**src/rtl/rf_wr_arbiter.sv**
```systemverilog
// rf_wr_arbiter
//   Shares the register file's single write port between two writeback
//   requesters. A (pipeline writeback) has priority. B (a multi-cycle unit
//   such as load return) is guaranteed progress by a starvation counter.
//   Each granted write is registered and drives the one-hot bit-cell write
//   enables during the following cycle. Register 0 is hardwired to zero.
//
//   Ports
//     clk, rst             clock, asynchronous active-low reset
//     a_valid/a_ready      requester A handshake, a_addr/a_data payload
//     b_valid/b_ready      requester B handshake, b_addr/b_data payload
//     wr_en, wr_addr,      registered write strobe, address, one-hot
//     wr_sel, wr_data      per-register enable and data to the bit cells
//     wr_src               source of the current write (0 = A, 1 = B)
//     starved              high while B is being forced through
//
//   Optional feature macro: RF_WR_BYPASS_EN
//     Adds rd_addr1/rd_addr2 inputs and byp1_hit/byp2_hit/byp_data outputs
//     so the read stage can forward the value being written in the commit
//     cycle.
module rf_wr_arbiter #(
    parameter int ADDR_W     = 4,
    parameter int DATA_W     = 16,
    parameter int STARVE_MAX = 3
) (
    input  logic                 clk,
    input  logic                 rst,
    input  logic                 a_valid,
    output logic                 a_ready,
    input  logic [ADDR_W-1:0]    a_addr,
    input  logic [DATA_W-1:0]    a_data,
    input  logic                 b_valid,
    output logic                 b_ready,
    input  logic [ADDR_W-1:0]    b_addr,
    input  logic [DATA_W-1:0]    b_data,
    output logic                 wr_en,
    output logic [ADDR_W-1:0]    wr_addr,
    output logic [(1<<ADDR_W)-1:0] wr_sel,
    output logic [DATA_W-1:0]    wr_data,
    output logic                 wr_src,
    output logic                 starved
`ifdef RF_WR_BYPASS_EN
    ,
    input  logic [ADDR_W-1:0]    rd_addr1,
    input  logic [ADDR_W-1:0]    rd_addr2,
    output logic                 byp1_hit,
    output logic                 byp2_hit,
    output logic [DATA_W-1:0]    byp_data
`endif
);

    localparam int NREG = 1 << ADDR_W;
    localparam logic [3:0] SMAX = 4'(STARVE_MAX);
    localparam logic [NREG-1:0] SEL_ONE = NREG'(1);

    typedef enum logic {NORM, FORCE_B} state_t;

    state_t      state, state_nxt;
    logic [3:0]  cnt, cnt_nxt;
    logic        a_hs, b_hs, hs;
    logic [ADDR_W-1:0] c_addr;
    logic [DATA_W-1:0] c_data;

    // Ready, next state and starvation count
    always_comb begin
        a_ready   = (state == NORM);
        b_ready   = (state == NORM) ? !a_valid : 1'b1;
        state_nxt = state;
        cnt_nxt   = cnt;
        case (state)
            NORM: begin
                if (!b_valid || b_ready)
                    cnt_nxt = '0;
                else if (cnt == SMAX)
                    state_nxt = FORCE_B;   // count saturates; B forced next cycle
                else
                    cnt_nxt = cnt + 4'd1;
            end
            FORCE_B: begin
                // b_ready is 1 here: either B hands off, or b_valid dropped
                // (protocol violation) and the transfer is abandoned.
                state_nxt = NORM;
                cnt_nxt   = '0;
            end
            default: begin
                state_nxt = NORM;
                cnt_nxt   = '0;
            end
        endcase
    end

    assign a_hs    = a_valid && a_ready;
    assign b_hs    = b_valid && b_ready;
    assign hs      = a_hs || b_hs;    // never both: ready logic is exclusive
    assign c_addr  = a_hs ? a_addr : b_addr;
    assign c_data  = a_hs ? a_data : b_data;
    assign starved = (state == FORCE_B);

    always_ff @(posedge clk or negedge rst) begin
        if (!rst) begin
            state   <= NORM;
            cnt     <= '0;
            wr_en   <= 1'b0;
            wr_addr <= '0;
            wr_sel  <= '0;
            wr_data <= '0;
            wr_src  <= 1'b0;
        end else begin
            state <= state_nxt;
            cnt   <= cnt_nxt;
            if (hs) begin
                // Writes to register 0 complete the handshake but never
                // strobe the array.
                wr_en   <= (c_addr != '0);
                wr_sel  <= (c_addr != '0) ? (SEL_ONE << c_addr) : '0;
                wr_addr <= c_addr;
                wr_data <= c_data;
                wr_src  <= b_hs;
            end else begin
                wr_en  <= 1'b0;
                wr_sel <= '0;
            end
        end
    end

`ifdef RF_WR_BYPASS_EN
    assign byp1_hit = wr_en && (rd_addr1 == wr_addr);
    assign byp2_hit = wr_en && (rd_addr2 == wr_addr);
    assign byp_data = wr_data;
`endif

endmodule

```
**config.mk**
```make
export PLATFORM = sky130hd
export DESIGN_NAME = rf_wr_arbiter
export DESIGN_NICKNAME = d
export VERILOG_FILES = /design/src/rtl/rf_wr_arbiter.sv
export SDC_FILE = /design/constraint.sdc
export NUM_CORES = 1
export LEC_CHECK = 0
export ABC_CLOCK_PERIOD_IN_PS = 1200
export CAP_MARGIN = 20
export CELL_PAD_IN_SITES_DETAIL_PLACEMENT = 0
export CELL_PAD_IN_SITES_GLOBAL_PLACEMENT = 2
export CORE_ASPECT_RATIO = 1.4
export CORE_MARGIN = 5
export CORE_UTILIZATION = 34
export CTS_BUF_LIST = sky130_fd_sc_hd__clkbuf_8
export DETAILED_ROUTE_END_ITERATION = 6
export DONT_BUFFER_PORTS = 1
export GPL_TIMING_DRIVEN = 0
export PLACE_DENSITY_LB_ADDON = 0.12
export SLEW_MARGIN = 20
export SYNTH_ARGS = -nofsm -noshare
export SYNTH_HDL_FRONTEND = slang
export SYNTH_SLANG_ARGS = --single-unit
export TNS_END_PERCENT = 1
```
**constraint.sdc**
```tcl
create_clock -name clk -period 1.2 [get_ports clk]
set_input_delay 0.18 -clock clk [delete_from_list [all_inputs] [get_ports clk]]
set_output_delay 0.18 -clock clk [all_outputs]
set_load 0.005 [all_outputs]
```
* After elaboration in Yosys (flattened, before gate mapping)
Cells that the tools add are included.
** Storage, ports and cells
- Word-level logic and storage cells :: 31
- Register bits after elaboration :: 43
- Input bits :: 44
** Operators by class
- Multiplexer cells :: 12
- Add/sub/neg operators :: 1
- Eq/ne operators :: 2
- Shifts and indexed selects :: 1
- Reductions and logical operators :: 7
- Bitwise gates (word level) :: 1
** Operators by type and width (number)
- 16-bit 2-to-1 mux :: 3
- 1-bit by 4-bit left shift with 16-bit output (first input constant) :: 1
- 4-bit 2-to-1 mux :: 3
- 4-bit case mux with 2 select lines :: 1
- 4-bit by 1-bit adder with 4-bit output (second input constant) :: 1
- 4-bit by 2-bit == test with 1-bit output (second input constant) :: 1
- 1-bit 2-to-1 mux :: 4
- 4-bit nonzero test :: 1
- 3-bit != test (second input constant) :: 1
- 1-bit logical AND :: 2
- 1-bit logical NOT :: 2
- 1-bit logical OR :: 2
- 1-bit case mux with 2 select lines :: 1
- 1-bit inverter :: 1

* Depth between registers and ports, before layout
Gate-level depths: netlist (run 1).
- Word-level depth :: 6
- Mapped depth :: 6

* Worst setup path before layout (run 1)
Ideal clock, no wire load.
- Path kind :: reg2reg
- From :: reg state (netlist: starved)
- To :: reg wr_en
- Clock period less this slack :: 1352 ps
- Stages on the path, launching flop included :: 7
- Library setup time :: 121 ps
- Slack :: -152 ps
- Data required time :: 1079 ps
- Arrival :: 1231 ps
- Path buffers :: 1
- Cell sequence :: dfrtp_1 > nor2b_2 > buf_6 > inv_4 > mux2_2 > o21ai_1 > nand2b_1
** On the way
- Elaborated cells on any way between the ends :: 8
- Classes of those cells :: mux: 3; bitwise: 1; reduce/logical: 4
** RTL lines
- start, declared :: RTL line 58 : state_t state, state_nxt;
- start signal, assigned :: RTL line 109 : state <= state_nxt;
- 1-bit 2-to-1 mux :: RTL line 67 : b_ready = (state == NORM) ? !a_valid : 1'b1;
- named net b_ready :: RTL line 33 : output logic b_ready,
- 1-bit logical AND :: RTL line 93 : assign b_hs = b_valid && b_ready;
- 1-bit logical OR :: RTL line 94 : assign hs = a_hs || b_hs;
- 1-bit 2-to-1 mux :: RTL line 111 : if (hs) begin
- end signal, assigned :: RTL line 114 : wr_en <= (c_addr != '0);
- end, declared :: RTL line 36 : output logic wr_en,
The timed path passes the listed nets, and every way through them passes these cells.
A chain may end at the register's enable or synchronous reset.

* Final worst setup path (run 1)
- From :: reg state (netlist: starved)
- To :: reg wr_sel[2]
** On the way
- Elaborated cells on any way between the ends :: 10
- Classes of those cells :: shift: 1; mux: 4; bitwise: 1; reduce/logical: 4
** RTL lines
- 1-bit 2-to-1 mux :: RTL line 67
- named net b_ready :: RTL line 33
- 1-bit logical AND :: RTL line 93
- 1-bit logical OR :: RTL line 94
- 16-bit 2-to-1 mux :: RTL line 111
- end signal, assigned :: RTL line 115 : wr_sel <= (c_addr != '0) ? (SEL_ONE << c_addr) : '0;
- end, declared :: RTL line 38 : output logic [(1<<ADDR_W)-1:0] wr_sel,
The timed path passes the listed nets, and every way through them passes these cells.

==> results of run 1 <==
==> what timing repair did <==
item | CTS | global route
gates resized for setup | 9 | 23
setup endpoints to repair | 43 | 43
hold buffers | 2 | 1
setup buffers | 0 | 2
hold endpoints to repair | 45 | 44
pin swaps | 0 | 2
==> layout make-up <==
type | count | area (sq um) | area share, %
plain buffers | 7 | 62.6 | 2.92
clock buffers | 5 | 68.8 | 3.21
clock inverters | 3 | 12.5 | 0.584
inverters | 3 | 18.8 | 0.876
multi-input cells | 121 | 776 | 36.2
flip-flops and latches | 43 | 1080 | 50.3
well taps | 66 | 82.6 | 3.85
repair buffers | 5 | 45.0 | 2.10
==> final timing paths <==
| path | from | end | slack (ps) | cells past startpoint |
|---|---|---|---|---|
| min in group clk | a_data[4] | wr_data[4] | 10 | 2 |
| worst max register to register | starved | wr_sel[2] | -290 | 6 |
| max in group asynchronous | rst | wr_data[4] | 1530 | 0 |
| worst max-delay path | starved | wr_sel[2] | -290 | 6 |
| worst min register to register | wr_src | wr_src | 540 | 2 |
| worst min-delay path | rst | wr_addr[1] | -420 | 0 |
==> synth_stat cells <==
cell type  count
a21oi_1        3
a31oi_1        2
and2_1         2
and3_1         1
and4b_1        1
buf_1          1
buf_2          3
buf_6          1
clkbuf_1       2
conb_1         1
dfrtp_1       43
ha_1           1
inv_1          2
inv_4          1
mux2_2         1
mux2i_1       22
nand2_1       24
nand2b_1       6
nand3_1        1
nand3b_1       1
nor2_1        24
nor2b_2        1
nor3_1         1
nor3b_1        1
nor4bb_1       1
o21ai_0       20
o21ai_1        1
or3_1          2
or4bb_1        1
xnor2_1        1
xor2_1         2
==> metal layers <==
layer / wire (microns) / up-vias / global-route usage (%)
met5: 0 / - / 0
met4: 52 / 0 / 4.34
met3: 491 / 7 / 6.31
met2: 2420 / 73 / 23.4
met1: 1620 / 607 / 15.0
li1: - / 604 / -
==> state kept, by name, indices dropped and copies added (netlist names) <==
signal,flops
cnt,4
starved,1
wr_addr,4
wr_data,16
wr_en,1
wr_sel,16
wr_src,1
==> power breakdown <==
group	internal (mW)	leakage (nW)	switching, mW
registers	1.54	0.548	0.0694
clock network	0.392	0.0505	0.464
logic	0.136	0.410	0.147
total	2.07	1.01	0.680
==> stage by stage <==
step	util [%]	setup TNS, ps
6_report	40.9	-6600
5_1_grt	40.9	-11610
4_1_cts	39.4	-9140
3_5_place_dp	36.9	-12500
3_3_place_gp	36.9	-11400
2_1_floorplan	-	-1500
==> worst max-delay path: stages, from the launching register on <==
cell	delay, ps
dfrtp_2	480
nor2b_2	140
buf_6	150
inv_8	60
or3_4	330
a21oi_2	140
and2_1	130
==> cell families (layout without fill, tap and decap cells) <==
logic type      Yosys count  count (layout)  share of synthesized area [%]
simple gates             67              67                           17.0
mux                      23              23                           12.5
flops                    43              43                           58.2
fa+ha+maj                 1               1                          0.677
xor+xnor                  3               3                           1.42
other cells               1               1                          0.203
buf+inv                  10              23                           2.78
compound gates           26              26                           7.18
==> metrics, run 1 <==
first-pass GRT wire length=7510 microns; DRT Pass-1 Iters=4; design area=2140 sq um; die area=7030 sq um; DRT Wirelength=4580 microns; vias per cell=5.10; Worst Skew=5.13 ps; Yosys reg bits=43; CTS tree=done; final hold violations=43; core area=5240 sq um; drt drc=0; status=complete, but fails checks; worst setup path class=reg -> reg; overflow left after global routing=0; Synth Cell Area=1850 sq um; P&R area growth vs syn=16.0%; root buffer cell=clkbuf_8; slew margin rel.=58.9%; Hold Crit Class=in -> async; share of the synthesized area in the top cell type=58.2%; total CTS buffers=5; antenna viol nets, final=0; clock sinks=43; dpl cell area=1930 sq um; final setup fails=43; Ant. Diodes=0; Crit. End Element=register; synth warn=0; drt wl/cell=18.1 microns; largest area contributor in the netlist=dfrtp_1; max-cap viol count=0; minimum clock period after layout=~1500 ps; Final Non-Filler Cells=roughly 250; Pwr Density=1280 nW/um^2; failing checks=negative hold slack, negative setup slack; total power=2.75 mW; layout cell share with drive strength beyond 1=14.4%; number of H-tree levels=2; Place WS=-432 ps; Chip Width=72.3 microns; 1st-iter DRT viols=47; highest ir drop seen on vdd=just over 0.5 mV; Initial Util=35.3%; Clock Latency Late Sink=between 200 and 300 ps; Die Ht=97.2 microns; syn_area_per_cell=roughly 11 sq um; Cells after DPL=240; fill cell count=563; final worst slack=-291 ps; ranking of synthesized cells by area=dfrtp_1 (58%), mux2i_1 (12%), o21ai_0 (5.4%); hold slack=-424 ps; commonest non-fill, non-tap cell in the layout=dfrtp_1; # port buffers=0; I/O pins=85; leak pwr=1.01 nW; Worst setup SP type=register; Max Transition Viols Final=0; standard-cell row count=31; total routing usage reported by global routing=approximately 14%; Synth Net Count=around 220; Distinct cells, synth=31; maximum clock path buffer count=2; Seq/Total Area, Yosys=58.2%; post-DP HPWL=3440 microns; largest net degree at the start of global routing=44; crit-path max FO=9; fmax=0.671 GHz; nets=around 230; Mapped Cells=174; initial antenna violation count=0; final worst-path cycle share=124%; routed vias=1,291; Routability Congestion=0.749; arrival time worst endpoint=1720 ps; Req. time, crit path=1430 ps; vias in the first global route=1,443; unrepaired setup endpoints after global routing=yes; commonest cells after routing, fill and taps aside=dfrtp_1 (42), nor2_1 (24), nand2_1 (22), mux2i_1 (19), o21ai_0 (17); worst slew pin tran=between 600 and 700 ps; Clock transition at path regs=roughly 80 ps
Power figures use the tool's default switching activity.
==> inputs of run 2 (changes only) <==
--- a/config.mk
+++ b/config.mk
@@ -5,13 +5,12 @@
 export SDC_FILE = /design/constraint.sdc
 export NUM_CORES = 1
 export LEC_CHECK = 0
-export ABC_CLOCK_PERIOD_IN_PS = 1200
+export ABC_CLOCK_PERIOD_IN_PS = 1400
 export CAP_MARGIN = 20
 export CELL_PAD_IN_SITES_DETAIL_PLACEMENT = 0
 export CELL_PAD_IN_SITES_GLOBAL_PLACEMENT = 2
 export CORE_ASPECT_RATIO = 1.4
-export CORE_MARGIN = 5
-export CORE_UTILIZATION = 34
+export CORE_UTILIZATION = 38
 export CTS_BUF_LIST = sky130_fd_sc_hd__clkbuf_8
 export DETAILED_ROUTE_END_ITERATION = 6
 export DONT_BUFFER_PORTS = 1
==> constraint.sdc (replaced) <==
create_clock -name clk -period 1.4 [get_ports clk]
set_input_delay 0.21 -clock clk [delete_from_list [all_inputs] [get_ports clk]]
set_output_delay 0.21 -clock clk [all_outputs]
set_load 0.005 [all_outputs]
==> run 2 against run 1 <==
  * The run ends with negative setup slack left
  * Hold slack gained 460 ps
  * Die area is 27% lower
  * Total power decreased by 10%
  * Combinational power fell by 12%
  * Cell area is 0.88% lower
  * Fmax up 0.12%
  * Clock power shrank 2%
  * Critical path type unchanged
  * Largest power group unchanged
==> metrics, run 2 (synthesized netlist as in run 1, its figures left out) <==
status=complete, but fails checks; failing checks=negative setup slack; Max Transition Viols Final=0; total CTS buffers=5; drt drc=0; fmax=0.672 GHz; nets=228; vias per cell=5.17; hold slack=36.4 ps; DRT Wirelength=3950 microns; Initial Util=40.1%; first-pass GRT wire length=6260 microns; final hold violations=0; crit-path max FO=9; post-DP HPWL=2920 microns; die area=5150 sq um; Logic pwr share=10.1%; layout cell share with drive strength beyond 1=13.6%; 1st-iter DRT viols=37; overflow left after global routing=0; clock sinks=43; Multi-input gate area=781 sq um; design area=about 2100 sq um; Internal=1.87 mW; Sw Pwr=0.591 mW; max-cap viol count=0; register area=1080 sq um; Worst setup SP type=register; Die Ht=84.5 microns; P&R area growth vs syn=15.0%; total power=2.46 mW; root buffer cell=clkbuf_8; slew margin rel.=59.8%; largest net degree at the start of global routing=44; sequential power share=a little under three fifths; CTS tree=done; Worst Skew=5.86 ps; Clock Latency Late Sink=290 ps; unrepaired setup endpoints after global routing=yes; drt wl/cell=16.1 microns; vias in the first global route=1,270; switching share of power=24.0%; highest ir drop seen on vdd=0.540 mV; leak pwr=0.990 nW; # port buffers=0; final worst-path cycle share=106%; Pwr Density=1160 nW/um^2; commonest cells after routing, fill and taps aside=dfrtp_1 (42), nor2_1 (24), nand2_1 (23), mux2i_1 (19), o21ai_0 (19); worst slew pin tran=603 ps; Chip Width=60.9 microns; I/O pins=85; biggest regs=wr_data x16, wr_sel x16; total routing usage reported by global routing=16.7%; dpl cell area=1930 sq um; number of H-tree levels=2; final setup fails=6; antenna viol nets, final=0; maximum clock path buffer count=2; commonest non-fill, non-tap cell in the layout=dfrtp_1; initial antenna violation count=0; final worst slack=-89.2 ps; worst setup path class=reg -> reg; Clock transition at path regs=~80 ps; Hold Crit Class=in -> reg; core area=4610 sq um; TNS Setup=-277 ps; Ant. Diodes=0; arrival time worst endpoint=1710 ps; clock power share=33.9%; minimum clock period after layout=1490 ps; Req. time, crit path=1630 ps; Routability Congestion=roughly 0.84; Crit. End Element=register; DRT Pass-1 Iters=4; fill cell count=475; standard-cell row count=29; routed vias=between 1,000 and 1,500
[run 2: cell types whose count changed in the layout (fill, tap and decap cells not counted), sizes merged]
| cell | before | now |
|---|---|---|
| clkinv | 1 | 0 |
| clkbuf | 5 | 8 |
| inv | 5 | 4 |
| buf | 9 | 7 |
| dlygate4sd3 | 3 | 1 |
[run 2: final timing paths]
| path | start | end | slack (ps) | depth (start not counted) |
|---|---|---|---|---|
| worst max-delay path | starved | wr_sel[2] | -90 | 6 |
| worst min-delay path | a_data[3] | wr_data[3] | 40 | 2 |
| worst max register to register | starved | wr_sel[2] | -90 | 6 |
| worst min register to register | wr_src | wr_src | 540 | 2 |
| max in group asynchronous | rst | starved | 780 | 2 |
| min in group asynchronous | rst | wr_en | 400 | 2 |
[run 2: critical path, stage by stage, from the launching register on]
cell and delay, ps:
dfrtp_2 470, nor2b_2 130, buf_6 150, inv_8 60
or3_4 340, a21oi_4 150, and2_1 130
[run 2: layout make-up]
cell class                 count  share of cell area (%)
clock buffer                   7                    4.53
tap                           62                    3.65
sequential                    43                    50.7
multi-input combinational    121                    36.7
buffer                         7                    1.88
clock inverter                 1                   0.177
inverter                       3                   0.883
timing repair buffer           2                    1.41
[run 2: per-layer routing]
layer | GRT usage, % | routed length, microns | vias up
met5 | 0 | 0 | -
met4 | 5.58 | 57 | 0
met3 | 6.32 | 326 | 5
met2 | 28.8 | 2110 | 63
met1 | 18.3 | 1460 | 608
li1 | - | - | 597
[run 2: per-stage QoR]
stage / cells / util [%] / setup WS [ps]
6_report: 246 / 46.1 / -89.2
5_1_grt: 246 / 46.1 / -182
2_1_floorplan: 174 / - / 47.9
3_3_place_gp: 236 / 41.8 / -181
3_5_place_dp: 236 / 41.8 / -211
4_1_cts: 246 / 45.3 / -85.4
[run 2: power by group through the flow]
stage	clock network (mW)	logic, mW	registers [mW]
final	0.835	0.250	1.37
after global routing	0.925	0.290	1.39
after CTS	0.872	0.247	1.38
after detailed placement	0	0.203	1.40
after global placement	0	0.195	1.40
after floorplan	0	0.163	1.38
[run 2: timing repair]
item / CTS / global route
resized for setup: 9 / 9
endpoints found under the hold margin: 43 / 0
endpoints found under the setup margin: 33 / 40
pin swaps: 0 / 1
buffers inserted: 0 / 0
hold buffers: 2 / 0
==> inputs of run 3 (changes only) <==
--- a/config.mk
+++ b/config.mk
@@ -7,7 +7,7 @@
 export LEC_CHECK = 0
 export ABC_CLOCK_PERIOD_IN_PS = 1400
 export CAP_MARGIN = 20
-export CELL_PAD_IN_SITES_DETAIL_PLACEMENT = 0
+export CELL_PAD_IN_SITES_DETAIL_PLACEMENT = 1
 export CELL_PAD_IN_SITES_GLOBAL_PLACEMENT = 2
 export CORE_ASPECT_RATIO = 1.4
 export CORE_UTILIZATION = 38
==> run 3 against run 2 <==
  * The run still ends with negative setup slack left
  * Register-to-register slack better by 20 ps
  * Total power rose by 1.1%
  * Utilization rose by 0.11 points
  * Flip-flop and latch count did not move
  * Setup slack improved by 24 ps
  * Sequential power is essentially flat
  * Critical path type unchanged
  * Critical endpoint is now wr_sel[10]
  * Largest cell class unchanged
==> metrics, run 3 (synthesized netlist as in run 1, its figures left out) <==
largest net degree at the start of global routing=44; final hold violations=0; Hold Crit Class=in -> reg; Hold Crit Depth=2; DRT Wirelength=4180 microns; drt drc=0; post-DP HPWL=3080 microns; root buffer cell=clkbuf_8; Initial Util=40.1%; biggest regs=wr_data x16, wr_sel x16; I/O pins=85; final setup fails=5; crit-path max FO=9; max incr delay on CP=460 ps; worst setup path class=reg -> reg; leak pwr=0.989 nW; hold slack=about 29 ps; dpl cell area=1930 sq um; CTS tree=done; post-CTS setup buffer count=0; TNS Setup=-200 ps; Routability Congestion=0.836; vias per cell=5.34; final worst slack=-64.8 ps; Die Ht=84.5 microns; maximum clock path buffer count=2; commonest non-fill, non-tap cell in the layout=dfrtp_1; failing checks=negative setup slack; Worst Skew=between 7 and 8 ps; P&R area growth vs syn=15.2%; first-pass GRT wire length=6780 microns; minimum clock period after layout=1460 ps; antenna viol nets, final=0; Clock transition at path regs=80 ps; die area=just over 5000 sq um; layout cell share with drive strength beyond 1=13.6%; final worst-path cycle share=105%; routed vias=about 1,300; clock sinks=between 40 and 50; Ant. Diodes=0; 1st-iter DRT viols=39; Worst setup SP type=register; worst reg2reg path startpoint=starved; flop-to-flop setup slack=-60 ps; slew margin rel.=60.5%; Req. time, crit path=between 1500 and 2000 ps; worst-case reg-to-reg path depth=6; critical path cell sequence=nor2b_2 -> buf_6 -> inv_6 -> or3_4 -> a21oi_2 -> and2_1; fmax=0.683 GHz; unrepaired setup endpoints after global routing=yes; standard-cell row count=29; crit path max-delay cell type=dfrtp_2; Place WS=-206 ps; overflow left after global routing=0; status=complete, but fails checks; initial antenna violation count=0; Max Transition Viols Final=0; worst r2r dst=wr_sel[10]; nets=228; worst slew pin tran=roughly 590 ps; DRT Pass-1 Iters=4; total CTS buffers=5; Chip Width=60.9 microns; Pwr Density=1170 nW/um^2; vias in the first global route=1,435; drt wl/cell=17.0 microns; number of H-tree levels=2; Clock Latency Late Sink=~300 ps; core area=approximately 4600 sq um; total routing usage reported by global routing=roughly 18%; final core utilization=46.2%; design area=2130 sq um; highest ir drop seen on vdd=0.536 mV; arrival time worst endpoint=1700 ps; hold path endpoint=wr_data[1]; commonest cells after routing, fill and taps aside=dfrtp_1 (42), nand2_1 (24), nor2_1 (24), mux2i_1 (19), o21ai_0 (19); max-cap viol count=0; Crit. End Element=register; # port buffers=0; hold_sp=a_data[1]
run 3: critical path: cells and delay by family (launching register included):
kind	cells	cell delay, ps
and+or+nand+nor	3	590
DFF	1	460
buffers and inverters	2	220
AOI/OAI and AO/OA	1	120
run 3: timing repair:
action / CTS / global route
hold buffers: 2 / 0
endpoints found under the setup margin: 35 / 39
gates resized for setup: 8 / 7
pin swaps: 0 / 0
hold endpoints to repair: 43 / 0
run 3: per-stage QoR:
step | std cells | total power [mW]
after floorplan | 174 | 1.55
after global placement | 236 | 1.60
after detailed placement | 236 | 1.61
after CTS | 246 | 2.52
after global routing | 246 | 2.61
final | 246 | 2.49
run 3: worst max path at each step:
stage,from,end,slack (ps),depth (start not counted)
after floorplan,starved,wr_en,50,6
final,starved,wr_sel[10],-60,6
after global routing,starved,wr_sel[10],-170,6
after CTS,starved,wr_sel[10],-100,5
after detailed placement,starved,wr_sel[8],-210,5
after global placement,starved,wr_sel[8],-180,5
run 3: routing by layer:
metal  vias to the layer above  global-route usage, %  share of wire (%)  routed length (microns)
met5                         -                      0                  0                        0
li1                        598                      -                  -                        -
met2                        63                   31.9                 54                     2280
met4                         0                   6.82                1.6                       68
met3                         6                   6.93                8.4                      351
met1                       647                   18.7                 36                     1490
run 3: where the power goes:
part           switching, mW  internal, mW  leakage (nW)  total [mW]
sequential            0.0572          1.32         0.548        1.38
clock                  0.413         0.443        0.0557       0.856
combinational          0.145         0.108         0.385       0.254
total                  0.616          1.87         0.989        2.49
run 3: layout make-up:
cell class                      count  area (sq um)
Fill cell                         530          2480
Sequential cell                    43          1080
Multi-Input combinational cell    121           781
Clock buffer                        7          96.3
Tap cell                           62          77.6
Buffer                              7          40.0
Timing Repair Buffer                2          37.5
Inverter                            3          16.3
Clock inverter                      1          3.75
